[src/rtl/turbo_siso_sched.sv]
`default_nettype none
// ============================================================================
// Module   : turbo_siso_sched
// Purpose  : Iteration scheduler for one shared max-log-MAP SISO datapath.
//            Runs a forward (alpha) sweep followed by a backward (beta/LLR)
//            sweep over L = BLOCK_LEN + TAIL trellis steps, alternating
//            natural and interleaved half-iterations until the programmed
//            iteration count is reached or the SISO reports convergence.
// Ports    : clk, reset_n (sync, active-low)
//            start, n_iter, early_stop, siso_ready  - host / SISO inputs
//            siso_vld, siso_addr, siso_dir, siso_half,
//            siso_init, siso_llr_en                 - SISO step controls
//            iter_cnt, busy, done                   - host status
// Revision : 1.0 - initial release
// ============================================================================
module turbo_siso_sched #(
    parameter int BLOCK_LEN = 40,
    parameter int STATES    = 8,
    parameter int SWEEP_LEN = BLOCK_LEN + $clog2(STATES),
    parameter int ADDR_W    = $clog2(SWEEP_LEN),
    parameter int ITER_W    = 4
) (
    input  logic              clk,
    input  logic              reset_n,
    input  logic              start,
    input  logic [ITER_W-1:0] n_iter,
    input  logic              early_stop,
    input  logic              siso_ready,
    output logic              siso_vld,
    output logic [ADDR_W-1:0] siso_addr,
    output logic              siso_dir,
    output logic              siso_half,
    output logic              siso_init,
    output logic              siso_llr_en,
    output logic [ITER_W-1:0] iter_cnt,
    output logic              busy,
    output logic              done
);

    localparam logic [ADDR_W-1:0] c_last_addr  = ADDR_W'(SWEEP_LEN - 1);
    localparam logic [ADDR_W-1:0] c_block_addr = ADDR_W'(BLOCK_LEN);

    typedef enum logic [2:0] {
        S_IDLE     = 3'd0,
        S_FWD      = 3'd1,
        S_BWD      = 3'd2,
        S_HALF_END = 3'd3,
        S_DONE     = 3'd4
    } state_t;

    state_t              r_state;
    logic [ADDR_W-1:0]   r_addr;
    logic                r_half;
    logic [ITER_W-1:0]   r_iter;
    logic [ITER_W-1:0]   r_n_iter;

    state_t              w_state;
    logic [ADDR_W-1:0]   w_addr;
    logic                w_half;
    logic [ITER_W-1:0]   w_iter;
    logic [ITER_W-1:0]   w_n_iter;
    logic [ITER_W-1:0]   w_iter_inc;
    logic                w_vld;

    assign w_iter_inc = r_iter + ITER_W'(1);

    // Next-state of the schedule. The outputs are registered from these
    // values, so siso_ready only reaches the outputs through a flop.
    always_comb begin
        w_state  = r_state;
        w_addr   = r_addr;
        w_half   = r_half;
        w_iter   = r_iter;
        w_n_iter = r_n_iter;
        case (r_state)
            S_IDLE: begin
                if (start) begin
                    w_n_iter = (n_iter == '0) ? ITER_W'(1) : n_iter;
                    w_iter   = '0;
                    w_half   = 1'b0;
                    w_addr   = '0;
                    w_state  = S_FWD;
                end
            end
            S_FWD: begin
                if (siso_ready) begin
                    // The backward sweep starts on the step just accepted.
                    if (r_addr == c_last_addr) begin
                        w_state = S_BWD;
                    end else begin
                        w_addr = r_addr + ADDR_W'(1);
                    end
                end
            end
            S_BWD: begin
                if (siso_ready) begin
                    if (r_addr == '0) begin
                        w_state = S_HALF_END;
                    end else begin
                        w_addr = r_addr - ADDR_W'(1);
                    end
                end
            end
            S_HALF_END: begin
                w_addr = '0;
                if (!r_half) begin
                    w_half  = 1'b1;
                    w_state = S_FWD;
                end else begin
                    // Stopping exactly at n_iter keeps iter_cnt saturated.
                    w_iter = w_iter_inc;
                    w_half = 1'b0;
                    if ((w_iter_inc == r_n_iter) || early_stop) begin
                        w_state = S_DONE;
                    end else begin
                        w_state = S_FWD;
                    end
                end
            end
            S_DONE: begin
                w_state = S_IDLE;
            end
            default: begin
                w_state = S_IDLE;
            end
        endcase
    end

    assign w_vld = (w_state == S_FWD) || (w_state == S_BWD);

    always_ff @(posedge clk) begin
        if (!reset_n) begin
            r_state     <= S_IDLE;
            r_addr      <= '0;
            r_half      <= 1'b0;
            r_iter      <= '0;
            r_n_iter    <= '0;
            siso_vld    <= 1'b0;
            siso_addr   <= '0;
            siso_dir    <= 1'b0;
            siso_half   <= 1'b0;
            siso_init   <= 1'b0;
            siso_llr_en <= 1'b0;
            iter_cnt    <= '0;
            busy        <= 1'b0;
            done        <= 1'b0;
        end else begin
            r_state     <= w_state;
            r_addr      <= w_addr;
            r_half      <= w_half;
            r_iter      <= w_iter;
            r_n_iter    <= w_n_iter;
            siso_vld    <= w_vld;
            siso_addr   <= w_vld ? w_addr : '0;
            siso_dir    <= (w_state == S_BWD);
            siso_half   <= (w_vld || (w_state == S_HALF_END)) ? w_half : 1'b0;
            // Forward metrics start from step 0; the terminated trellis
            // lets beta start from state 0 at the last step.
            siso_init   <= ((w_state == S_FWD) && (w_addr == '0)) ||
                           ((w_state == S_BWD) && (w_addr == c_last_addr));
            // Tail steps carry no information bits, so no extrinsic write.
            siso_llr_en <= (w_state == S_BWD) && (w_addr < c_block_addr);
            iter_cnt    <= w_iter;
            busy        <= (w_state != S_IDLE);
            done        <= (w_state == S_DONE);
        end
    end

endmodule
`default_nettype wire

[config.mk]
export PLATFORM = sky130hd
export DESIGN_NAME = turbo_siso_sched
export DESIGN_NICKNAME = d
export VERILOG_FILES = /design/src/rtl/turbo_siso_sched.sv
export SDC_FILE = /design/constraint.sdc
export NUM_CORES = 1
export LEC_CHECK = 0
export ABC_AREA = 1
export CAP_MARGIN = 20
export CORE_UTILIZATION = 49
export DETAILED_ROUTE_END_ITERATION = 7
export PLACE_DENSITY = 0.76
export SLEW_MARGIN = 10
export SYNTH_ARGS = -nofsm -noshare
export SYNTH_HDL_FRONTEND = slang
export SYNTH_SLANG_ARGS = --single-unit
[constraint.sdc]
create_clock -name clk -period 1.7 [get_ports clk]
set_clock_uncertainty 0.1 [all_clocks]
set_input_delay 0.255 -clock clk [delete_from_list [all_inputs] [get_ports clk]]
set_output_delay 0.255 -clock clk [all_outputs]
set_load 0.02 [all_outputs]
# After elaboration in Yosys (flattened, before gate mapping)
# Cells that the tools add are included.
word_totals:
  reg_bits: 31
  inputBits: 9
  out_inout_bits: 17
  elab_cells: 67
op_classes:
  n_addsub: 3
  order_cmp: 1
  eq_ne: 12
  n_mux: 21
  reduce_logical: 17
op_table:
  columns: ["cell", "n"]
  rows:
  - ["6-bit two-way mux", 5]
  - ["6-bit one-hot mux with 4 select lines", 1]
  - ["3-bit two-way mux", 7]
  - ["3-bit by 2-bit equality test with 1-bit output (second input constant)", 4]
  - ["6-bit equality test (second input constant)", 2]
  - ["6-bit zero test", 2]
  - ["4-bit two-way mux", 3]
  - ["3-bit one-hot mux with 4 select lines", 1]
  - ["4-bit one-hot mux with 2 select lines", 1]
  - ["6-bit by 1-bit adder with 6-bit output (second input constant)", 1]
  - ["3-bit by 1-bit equality test with 1-bit output (second input constant)", 2]
  - ["6-bit less-than comparator (second input constant)", 1]
  - ["2-bit AND reduction", 3]
  - ["6-bit by 1-bit subtractor with 6-bit output (second input constant)", 1]
  - ["4-bit by 1-bit adder with 4-bit output (second input constant)", 1]
  - ["4-bit equality test", 1]
  - ["4-bit zero test", 1]
  - ["1-bit logical OR", 4]
  - ["2-bit inequality test (second input constant)", 2]
  - ["3-bit equality test (second input constant)", 1]
  - ["1-bit logical AND", 3]
  - ["3-bit zero test", 1]
  - ["3-bit AND reduction", 1]
  - ["3-bit nonzero test", 1]
  - ["other kinds (3)", 4]

# Depth between registers and ports, before layout
depth:
  word_depth: 10
  ltp_mapped: 15
  ltp_nobuf: 15

# Worst setup path after synthesis
# OpenSTA, ideal clock, no wires.
synth_timing:
  path_kind: "register to register"
  startpoint: "reg r_iter[0]"
  endpoint: "reg siso_init"
  setup_time_ns: 0.113
  t_arrival_ns: 1.606
  required_time_ns: 1.487
  path_slack_ns: -0.119
  stages_incl_launch_ff: 12
  path_buffers: 0
  synth_period_minus_slack_ns: 1.819
  cell_sequence: "dfxtp_1 ha_1 xnor2_1 nand2_1 nor2_1 nand3_1 nand3_1 nand2_2 nand3_2 inv_1 nand3_1 nand2_1"
synth_via:
  elab_chain_cells: 9
  word_cells_on_any_way: 11
  cone_classes: "add/sub: 1; eq/ne: 3; mux: 3; reduce/logical: 4"
synth_lines:
  columns: ["element", "line_no", "source"]
  rows:
  - ["from (decl)", "54", "logic [ITER_W-1:0] r_iter;"]
  - ["from (signal assigned)", "151", "r_iter <= w_iter;"]
  - ["4-bit by 1-bit adder with 4-bit output (*)", "65", "assign w_iter_inc = r_iter + ITER_W'(1);"]
  - ["4-bit equality test (*)", "113", "if ((w_iter_inc == r_n_iter) || early_stop) begin"]
  - ["1-bit logical OR (*)", "113", null]
  - ["3-bit two-way mux (*)", "113", null]
  - ["3-bit two-way mux (*)", "106", "if (!r_half) begin"]
  - ["3-bit one-hot mux with 4 select lines (*)", "75", "case (r_state)"]
  - ["3-bit by 1-bit equality test with 1-bit output / 3-bit by 2-bit equality test with 1-bit output (equally long branches)", "159, 160", null]
  - ["1-bit logical AND, on equally long branches", "159, 160", null]
  - ["1-bit logical OR (*)", "159", "siso_init <= ((w_state == S_FWD) && (w_addr == '0)) ||"]
  - ["to (signal assigned)", "159", null]
  - ["to (decl)", "33", "output logic siso_init,"]
# Mark *: on every way between the ends. The rest lies on a longest branch, timed or not.
# A chain may end at the register's enable or synchronous reset.

# Final worst setup path
layout_timing:
  startpoint: "reg r_addr[4]"
  endpoint: "reg siso_init"
layout_via:
  elab_chain_cells: 7
  word_cells_on_any_way: 22
  cone_classes: "add/sub: 2; eq/ne: 4; mux: 11; reduce/logical: 5"
layout_lines:
  columns: ["element", "line_no", "source"]
  rows:
  - ["from (decl)", "52", "logic [ADDR_W-1:0] r_addr;"]
  - ["from (signal assigned)", "149", "r_addr <= w_addr;"]
  - ["6-bit by 1-bit subtractor with 6-bit output, or another cell as far along", "100", "w_addr = r_addr - ADDR_W'(1);"]
  - ["6-bit two-way mux, or another cell as far along", "97", "if (r_addr == '0) begin"]
  - ["6-bit two-way mux, or another cell as far along", "96", "if (siso_ready) begin"]
  - ["6-bit one-hot mux with 4 select lines / 3-bit one-hot mux with 4 select lines (equally long branches)", "75", null]
  - ["6-bit equality test, or another cell as far along", "160", "((w_state == S_BWD) && (w_addr == c_last_addr));"]
  - ["1-bit logical AND, on equally long branches", "160, 159", null]
  - ["1-bit logical OR (*)", "159", null]
# Marks and branches as above.

==> qor.yml <==
timing.final.crit_share: 1.03
cts_tree: "yes"
setup_violations: 6
fmax_mhz: 570
critPathSlowestCell: "dfxtp_1"
crit_chain: "buf_4 -> nor2_1 -> nand2_1 -> nor2_2 -> nand3_1 -> o21ai_1 -> nand2_1 -> nand2_1 -> nand2_2 -> and2_2 -> nand3_2 -> nand2_1"
synth-edff-count: 0
ff2ff_path_depth: 12
dp_hpwl_um: 3560
io_buffers: 25
hp-class: "flip-flop to flip-flop"
vias: 2049
wire_per_inst_um: 14.3
power.density_mw_per_mm2: 751
synth_flop_cell: "dfxtp_1"
drc: 0
ys_warn_count: 0
clkLatencyLatePin_ns: 0.29
slew-limit-headroom: 0.784
ctsHoldBuffers: 0
final_cell_area_mm2: 0.00275
path_buf_inv: 1
setup_ws_ns: -0.0540
netlist_instances: 266
cp-start-kind: "flip-flop"
synth_async_sr_flop_share: 0
final.min_clock_period_ns: 1.75
crit_top_cell: "nand2_1"
grt_pass1_wl_um: 8180
critical_path.top_delay_family: "simple AND/OR/NAND/NOR gates"
arrival_ns: 1.85
max_stage_delay_ns: 0.36
cp.depth: 12
clkTransAtPathRegs_ns: 0.07
grt_max_degree: 12
yosysTopAreaCell: "dfxtp_1"
end_kind: "flip-flop"
netlist_area_mm2: 0.00183
fin_tns_setup_ns: -0.153
grt_usage: 0.264
drt-initial-drc-count: 122
dieArea_mm2: 0.00399
first_pass_iters: 4
wl_um: 5440
avgViaCountPerCell: 5.38
synth_area_per_cell_um2: 6.90
dp.cells: 370
final_cell_count_no_fill: 381
p_total_mw: 2.06
cap_violations: 0
clockBufferDepth: 2
antenna_left: 0
drive_gt1_frac: 0.364
cts_max_level: 2
p_leak_nw: 1.23
synth_cell_types: 33
synthTopCellsByArea: "dfxtp_1 (34%), nand2_1 (12%), nand3_1 (7.6%)"
irDropWorstVdd_uv: 701
n_antenna_cell: 0
hold_depth: 2
ys_ff_latch: 31
gr-total-overflow: 0
dieWidth_um: 63.2
hold_viol_final: 0
root_buffer: "clkbuf_8"
first_global_vias: 1927
violations: "negative setup slack"
crit_path_max_fanout: 4
rows: 21
gp_congestion: 0.959
core_area_mm2: 0.00347
synth.net_count: 280
critPathKind: "flip-flop to flip-flop"
nets: 348
outcome: "finished with violations"
initial_core_util: 0.529
tightest_slew_ns: 0.324
antenna_found_initial: 0
ios: 26
layout_commonest_cell: "nand2_1"
yosysTopAreaCellShare: 0.338
area_growth_pct: 49.7
worstPathRequired_ns: 1.79
mostFrequentLayoutCells: "nand2_1 (54), buf_4 (38), inv_1 (29)"
die_h_um: 63.2
drv_slew: 0
grt_setup_unrepaired: "yes"
whs_ns: 0.382
ys_seq_area_frac: 0.338
post_dp_cell_area_mm2: 0.00242
cts_buffers: 5
cts.sinks: 31
==> metal layers <==
| metal | vias up | wire [um] | track usage |
|---|---|---|---|
| met4 | 0 | 191 | 0.125 |
| met5 | - | 0 | 0 |
| met1 | 930 | 2020 | 0.271 |
| li1 | 999 | - | - |
| met2 | 97 | 2820 | 0.496 |
| met3 | 23 | 407 | 0.0616 |
==> flip-flops by register name (all words and copies together), names as in the netlist <==
name         count
siso_llr_en      1
r_iter           4
siso_half        1
r_addr           6
siso_vld         1
siso_addr        6
done             1
busy             1
r_n_iter         4
siso_dir         1
r_state          3
siso_init        1
r_half           1
==> worst reg2reg max path: stages, from the launching register on <==
cell     delay (ns)
dfxtp_1        0.36
buf_4          0.17
nor2_1         0.12
nand2_1        0.08
nor2_2         0.11
nand3_1        0.08
o21ai_1        0.08
nand2_1        0.07
nand2_1        0.11
nand2_2        0.09
and2_2         0.18
nand3_2        0.06
nand2_1        0.05
==> power breakdown <==
| group | switching [mW] | total (mW) | internal [mW] |
|---|---|---|---|
| Sequential | 0.0261 | 0.788 | 0.762 |
| Combinational | 0.289 | 0.507 | 0.218 |
| Clock | 0.295 | 0.769 | 0.474 |
| Total | 0.610 | 2.06 | 1.45 |
==> synth_stat cells, types with 3 or more instances <==
master,instances
nand3_1,28
ha_1,5
nand2_1,60
nor2_1,31
inv_2,3
nor2_2,4
dfxtp_1,31
nor2_4,3
nand3_2,4
inv_1,33
a211oi_1,3
o21ai_0,13
nand4_1,5
nand2_2,3
a21oi_1,17
==> stage by stage <==
stage / utilization / setup WS, ns
6_report: 0.792 / -0.0540
5_1_grt: 0.792 / -0.190
4_1_cts: 0.753 / -0.0335
3_5_place_dp: 0.697 / -0.331
3_3_place_gp: 0.697 / -0.279
2_1_floorplan: - / 0.00599
==> area by class of cell <==
class	instances	area, um2
multi-input combinational	194	1240
timing repair buffer	64	546
inverter	38	151
tap	46	57.6
fill	254	722
clock buffer	6	82.6
sequential	31	633
clock inverter	2	35.0
==> what timing repair did <==
action	CTS	global route
gates resized for setup	24	35
setup endpoints to repair	16	18
pin swaps	7	10
setup buffers	1	1
endpoints found under the hold margin	0	0
cloned	1	1
==> cell families (layout without fill, tap and decap cells) <==
kind of cell,count (synthesis),after routing,share of synthesized area
simple gates,148,150,0.407
xor+xnor,2,2,0.00955
flops,31,31,0.338
compound gates,37,37,0.109
fa+ha+maj,5,5,0.0341
buf+inv,43,110,0.102
==> path summary, 6_finish.rpt <==
kind                                          startpoint                       end  slack (ns)
worst min register to register  r_n_iter[3]$_SDFFE_PN0P_  r_n_iter[3]$_SDFFE_PN0P_        0.38
worst min-delay path            r_n_iter[3]$_SDFFE_PN0P_  r_n_iter[3]$_SDFFE_PN0P_        0.38
worst max register to register      r_addr[4]$_SDFF_PN0_      siso_init$_SDFF_PN0_       -0.05
worst max-delay path                r_addr[4]$_SDFF_PN0_      siso_init$_SDFF_PN0_       -0.05
No activity file was read; power rests on OpenSTA's default activity.
